===== src/rtl/load_store_unit.sv =====
// rtl/load_store_unit.sv - MEM-stage load/store front end with byte masks, load stall and result formatting
module load_store_unit #(
  parameter int ADDR_BITS = 8
) (
  input  logic                 clk,
  input  logic                 rst,
  input  logic                 load_en,
  input  logic                 store_en,
  input  logic [2:0]           funct3,
  input  logic [31:0]          eff_addr,
  input  logic [31:0]          store_data,
  input  logic                 mem_valid,
  input  logic [31:0]          mem_data_out,
  output logic                 request,
  output logic                 we_re,
  output logic                 load,
  output logic [3:0]           mask,
  output logic [ADDR_BITS-1:0] address,
  output logic [31:0]          data_in,
  output logic                 stall,
  output logic [31:0]          load_data,
  output logic                 load_done,
  output logic                 access_fault
);

  typedef enum logic [1:0] {IDLE, WAIT, DONE} state_t;

  state_t     state;
  logic [2:0] cap_funct3;
  logic [1:0] cap_off;

  logic       illegal;
  logic       misaligned;
  logic       fault;
  logic [3:0] lane_mask;
  logic [31:0] store_lanes;
  logic       unused_addr_bits;

  assign unused_addr_bits = ^eff_addr[31:ADDR_BITS+2];

  // size 11 covers 011 and 111; 110 is the remaining unsigned-word code with no RV32 meaning
  assign illegal    = (funct3[1:0] == 2'b11) || (funct3 == 3'b110);
  assign misaligned = ((funct3[1:0] == 2'b01) && eff_addr[0]) ||
                      ((funct3[1:0] == 2'b10) && (eff_addr[1:0] != 2'b00));
  assign fault      = illegal || misaligned;

  assign lane_mask = (funct3[1:0] == 2'b00) ? (4'b0001 << eff_addr[1:0]) :
                     (funct3[1:0] == 2'b01) ? (eff_addr[1] ? 4'b1100 : 4'b0011) :
                                              4'b1111;

  assign store_lanes = (funct3[1:0] == 2'b00) ? {4{store_data[7:0]}} :
                       (funct3[1:0] == 2'b01) ? {2{store_data[15:0]}} :
                                                store_data;

  // Select the addressed byte/half from the returned word and extend it
  function automatic logic [31:0] format_load(input logic [31:0] word,
                                              input logic [2:0]  f3,
                                              input logic [1:0]  off);
    logic [31:0] byte_shift;
    logic [31:0] half_shift;
    logic [7:0]  b;
    logic [15:0] h;
    byte_shift = word >> {off, 3'b000};
    half_shift = word >> {off[1], 4'b0000};
    b = byte_shift[7:0];
    h = half_shift[15:0];
    case (f3[1:0])
      2'b00:   format_load = f3[2] ? {24'b0, b} : {{24{b[7]}}, b};
      2'b01:   format_load = f3[2] ? {16'b0, h} : {{16{h[15]}}, h};
      default: format_load = word;
    endcase
  endfunction

  // Memory request, stall and fault decode; everything is forced low while reset is held
  always_comb begin
    request      = 1'b0;
    we_re        = 1'b0;
    load         = 1'b0;
    mask         = 4'b0000;
    address      = '0;
    data_in      = 32'b0;
    stall        = 1'b0;
    access_fault = 1'b0;
    if (!rst) begin
      case (state)
        IDLE: begin
          if (load_en || store_en) begin
            if (fault) begin
              access_fault = 1'b1;
            end else begin
              request = 1'b1;
              mask    = lane_mask;
              address = eff_addr[ADDR_BITS+1:2];
              if (load_en) begin
                load  = 1'b1;
                stall = 1'b1;
              end else begin
                we_re   = 1'b1;
                data_in = store_lanes;
              end
            end
          end
        end
        WAIT:    stall = 1'b1;
        default: ;
      endcase
    end
  end

  // Load sequencing: capture size/offset on accept, format on mem_valid, pulse load_done once
  always_ff @(posedge clk) begin
    if (rst) begin
      state      <= IDLE;
      load_data  <= 32'b0;
      load_done  <= 1'b0;
      cap_funct3 <= 3'b0;
      cap_off    <= 2'b0;
    end else begin
      case (state)
        IDLE: begin
          load_done <= 1'b0;
          if (load_en && !fault) begin
            cap_funct3 <= funct3;
            cap_off    <= eff_addr[1:0];
            state      <= WAIT;
          end
        end
        WAIT: begin
          if (mem_valid) begin
            load_data <= format_load(mem_data_out, cap_funct3, cap_off);
            load_done <= 1'b1;
            state     <= DONE;
          end
        end
        default: begin
          load_done <= 1'b0;
          state     <= IDLE;
        end
      endcase
    end
  end

endmodule


===== config.mk =====
export PLATFORM = sky130hd
export DESIGN_NAME = load_store_unit
export DESIGN_NICKNAME = d
export VERILOG_FILES = /design/src/rtl/load_store_unit.sv
export SDC_FILE = /design/constraint.sdc
export NUM_CORES = 1
export LEC_CHECK = 0
export BUFFER_PORTS_ARGS = -buffer_cell sky130_fd_sc_hd__buf_2
export CAP_MARGIN = 40
export CORE_ASPECT_RATIO = 1.5
export CORE_MARGIN = 2
export CORE_UTILIZATION = 40
export CTS_BUF_LIST = sky130_fd_sc_hd__clkbuf_4
export DETAILED_ROUTE_END_ITERATION = 7
export PLACE_DENSITY_LB_ADDON = 0.12
export REMOVE_ABC_BUFFERS = 1
export SLEW_MARGIN = 20
export SYNTH_ARGS = -nofsm -noshare
export SYNTH_HDL_FRONTEND = slang
export SYNTH_SLANG_ARGS = --single-unit

===== constraint.sdc =====
create_clock -name clk -period 1.8 [get_ports clk]
set_input_delay 0.09 -clock clk [delete_from_list [all_inputs] [get_ports clk]]
set_output_delay 0.09 -clock clk [all_outputs]
set_load 0.02 [all_outputs]

==> insert_results.sql <==
INSERT INTO impl_metrics (metric_group, metric, value, unit) VALUES
('outcome', 'result_of_the_run', 'completed', ''),
('critical_path', 'path_class', 'reg -> out', ''),
('layout', 'multiInputGateArea', '0.001639', 'mm^2'),
('clocking', 'htree_levels', '2', ''),
('layout', 'nNetsFinal', '631', ''),
('placement', 'post_dp_cell_area', '0.003472', 'mm^2'),
('hold_path', 'worstHoldPathCells', '3', ''),
('clocking', 'cts_root_buffer', 'sky130_fd_sc_hd__clkbuf_4', ''),
('synthesis', 'synthTopCellsByCount', 'sky130_fd_sc_hd__a21oi_1 (76), sky130_fd_sc_hd__nor2_1 (48), sky130_fd_sc_hd__dfxtp_1 (40), sky130_fd_sc_hd__nand2_1 (40), sky130_fd_sc_hd__mux2i_1 (21)', ''),
('sta', 'clock_skew', '10.22', 'ps'),
('critical_path', 'cp_cell_sequence', 'nor3_4 -> nand4b_4 -> buf_12 -> a21oi_1 -> buf_4', ''),
('layout', 'insertedDiodeCount', '0', ''),
('clocking', 'cts_tree', 'built', ''),
('synthesis', 'syn_inst', '336', ''),
('sta', 'worst_pin_slew', '493.3', 'ps'),
('critical_path', 'r2r_cells', '3', ''),
('routing', 'via_count', '3137', ''),
('global_route', 'grt_antenna_before_repair', '0', ''),
('sta', 'period_needed', '1737', 'ps'),
('global_route', 'grt_first_pass_wirelength', '13.27', 'mm'),
('layout', 'register_area', '802.0', 'um^2'),
('critical_path', 'r2r_start', 'cap_off[1]', ''),
('clocking', 'clk-insertion-delay-late', '350', 'ps'),
('synthesis', 'synth_enable_flop_cells', '0', ''),
('sta', 'final_hold_violation_count', '0', ''),
('layout', 'layout-drive-gt1-share', '41.67', '%'),
('layout', 'stdcell_count', '602', ''),
('placement', 'port_buffers', '163', ''),
('layout', 'post_route_cell_area', '0.003910', 'mm^2'),
('hold_path', 'timing.hold.worst_endpoint', 'cap_funct3[2]', ''),
('critical_path', 'cp_top_family', 'simple AND/OR/NAND/NOR gates', ''),
('critical_path', 'critical_path_required', '1710', 'ps'),
('synthesis', 'post-synth-top-count-cell', 'sky130_fd_sc_hd__a21oi_1', ''),
('critical_path', 'setup.worst_path.start', 'state[1]', ''),
('layout', 'final.fill_count', '570', ''),
('critical_path', 'crit_path_max_incr_delay', '370', 'ps'),
('critical_path', 'r2r_slack', '100', 'ps'),
('power_and_ir_drop', 'power.density', '561.3', 'mW/mm^2'),
('sta', 'layout_worst_path_cycle_share', '96.49', '%'),
('critical_path', 'critPathSlowestCell', 'sky130_fd_sc_hd__dfxtp_2', ''),
('synthesis', 'synth-main-ff-cell', 'sky130_fd_sc_hd__dfxtp_1', ''),
('sta', 'setup_violations', '0', ''),
('critical_path', 'cp-end-kind', 'output pin', ''),
('sta', 'grt_setup_unrepaired', 'yes', ''),
('global_route', 'number_of_global_route_vias_before_repair', '2902', ''),
('sta', 'timing_max_transition_violations_final', '0', ''),
('global_route', 'gr-usage-all-layers', '22.88', '%'),
('die', 'start_util', '41.37', '%'),
('routing', 'vias_per_cell', '5.211', ''),
('die', 'fp.dieArea', '0.007007', 'mm^2'),
('routing', 'drc_violations', '0', ''),
('critical_path', 'r2r_end', 'load_data[14]', ''),
('clocking', 'clkSlewWorstSetupHoldPaths', '110', 'ps'),
('layout', 'syn2layout_area_growth', '54.17', '%'),
('placement', 'hpwlAfterDp', '6.222', 'mm'),
('synthesis', 'synth.area.top_cells', 'sky130_fd_sc_hd__dfxtp_1 (32%), sky130_fd_sc_hd__a21oi_1 (15%), sky130_fd_sc_hd__mux2i_1 (8.3%), sky130_fd_sc_hd__nor2_1 (7.1%), sky130_fd_sc_hd__nand2_1 (5.9%)', ''),
('die', 'boundary_pin_count', '186', ''),
('synthesis', 'post-synth-top-area-fraction', '31.57', '%'),
('synthesis', 'avgSynthCellArea', '7.548', 'um^2'),
('synthesis', 'netlist.top_cell.by_area', 'sky130_fd_sc_hd__dfxtp_1', ''),
('die', 'fp.coreArea', '0.006131', 'mm^2'),
('placement', 'final_weighted_congestion_in_routability_driven_placement', '0.7606', ''),
('placement', 'placedCellCount', '565', ''),
('sta', 'maxSlewHeadroom', '67.02', '%'),
('power_and_ir_drop', 'leakagePower', '0.001989', 'uW'),
('routing', 'routedWlPerCell', '14.15', 'um'),
('synthesis', 'yosys_register_bits', '40', ''),
('synthesis', 'seq_area_frac_synth', '31.57', '%'),
('global_route', 'grt_start_max_net_pins', '39', ''),
('power_and_ir_drop', 'ir_drop', '0.0003403', 'V'),
('global_route', 'overflow', '0', '');
area by class of cell:
type / count / area share, %
clock buffer: 6 / 1.152
clock inverter: 2 / 0.8960
inverter: 4 / 0.3840
multi-input combinational: 268 / 41.92
sequential: 40 / 20.51
tap: 74 / 2.368
timing repair buffer: 208 / 32.77
power breakdown:
part	total, uW	switching (uW)	internal (uW)
registers	954	28.3	926
logic	635	345	290
clock network	605	299	306
total	2190	672	1520
registers in the layout, indices dropped and copies added, names as in the netlist:
signal,cells
load_data,32
cap_funct3,3
cap_off,2
state,2
load_done,1
repair_timing:
action / in CTS / in global routing
gates resized for setup: 6 / 23
hold buffers: 20 / 1
setup endpoints to repair: 39 / 42
pin swaps: 1 / 2
gates cloned: 1 / 0
endpoints found under the hold margin: 20 / 1
setup buffers: 2 / 5
routing by layer:
metal,GRT usage [%],wire length [um]
met2,46.67,4557
met4,6.486,112
met1,23.73,3236
met5,0,0
met3,3.582,612
per-stage QoR:
| stage | utilization (%) | TNS (ps) | setup WS [ps] | power (uW) | hold slack (ps) |
|---|---|---|---|---|---|
| floorplan | - | -605.2 | -88.23 | 1273 | 161.8 |
| global placement | 56.63 | 0 | 141.9 | 1537 | 337.5 |
| detailed placement | 56.63 | 0 | 102.9 | 1546 | 346.3 |
| CTS | 61.86 | 0 | 32.37 | 2198 | 4.278 |
| global route | 63.78 | -629.6 | -53.08 | 2313 | 0.7477 |
| finish | 63.78 | 0 | 63.23 | 2195 | 12.03 |
cell families (layout without fill, tap and decap cells):
kind of cell / count (synthesis) / count (layout) / synth area share, %
flops: 40 / 40 / 31.57
compound gates: 113 / 113 / 26.34
simple gates: 124 / 125 / 23.63
buf+inv: 29 / 220 / 5.278
mux: 30 / 30 / 13.17
worst max path at each step:
stage | end | slack, ps | cells past startpoint
2_1_floorplan | load_data[10] | -90 | 4
3_3_place_gp | load_data[8] | 140 | 3
3_5_place_dp | load_data[24] | 100 | 3
4_1_cts | data_in[11] | 30 | 5
5_1_grt | data_in[14] | -50 | 5
6_report | data_in[13] | 60 | 5
worst reg2reg max path, stage by stage (launching register included):
cell                       delay (ps)
sky130_fd_sc_hd__dfxtp_1          470
sky130_fd_sc_hd__mux4_2           580
sky130_fd_sc_hd__a211oi_4         410
sky130_fd_sc_hd__a211oi_1         130
layout by cell type (no fill, tap or decap), types with 7 or more instances in the layout:
cell type	synthesis	layout
sky130_fd_sc_hd__a21oi_1	76	76
sky130_fd_sc_hd__a211oi_1	7	7
sky130_fd_sc_hd__dfxtp_1	40	39
sky130_fd_sc_hd__and2_1	16	16
sky130_fd_sc_hd__mux2_2	7	7
sky130_fd_sc_hd__o21ai_0	9	9
sky130_fd_sc_hd__a221oi_1	8	8
sky130_fd_sc_hd__nand2_1	40	40
sky130_fd_sc_hd__buf_4	2	42
sky130_fd_sc_hd__dlygate4sd3_1	0	21
sky130_fd_sc_hd__nor2_1	48	48
sky130_fd_sc_hd__buf_2	8	143
sky130_fd_sc_hd__mux2i_1	21	21
(Power assumes the default switching activity.)
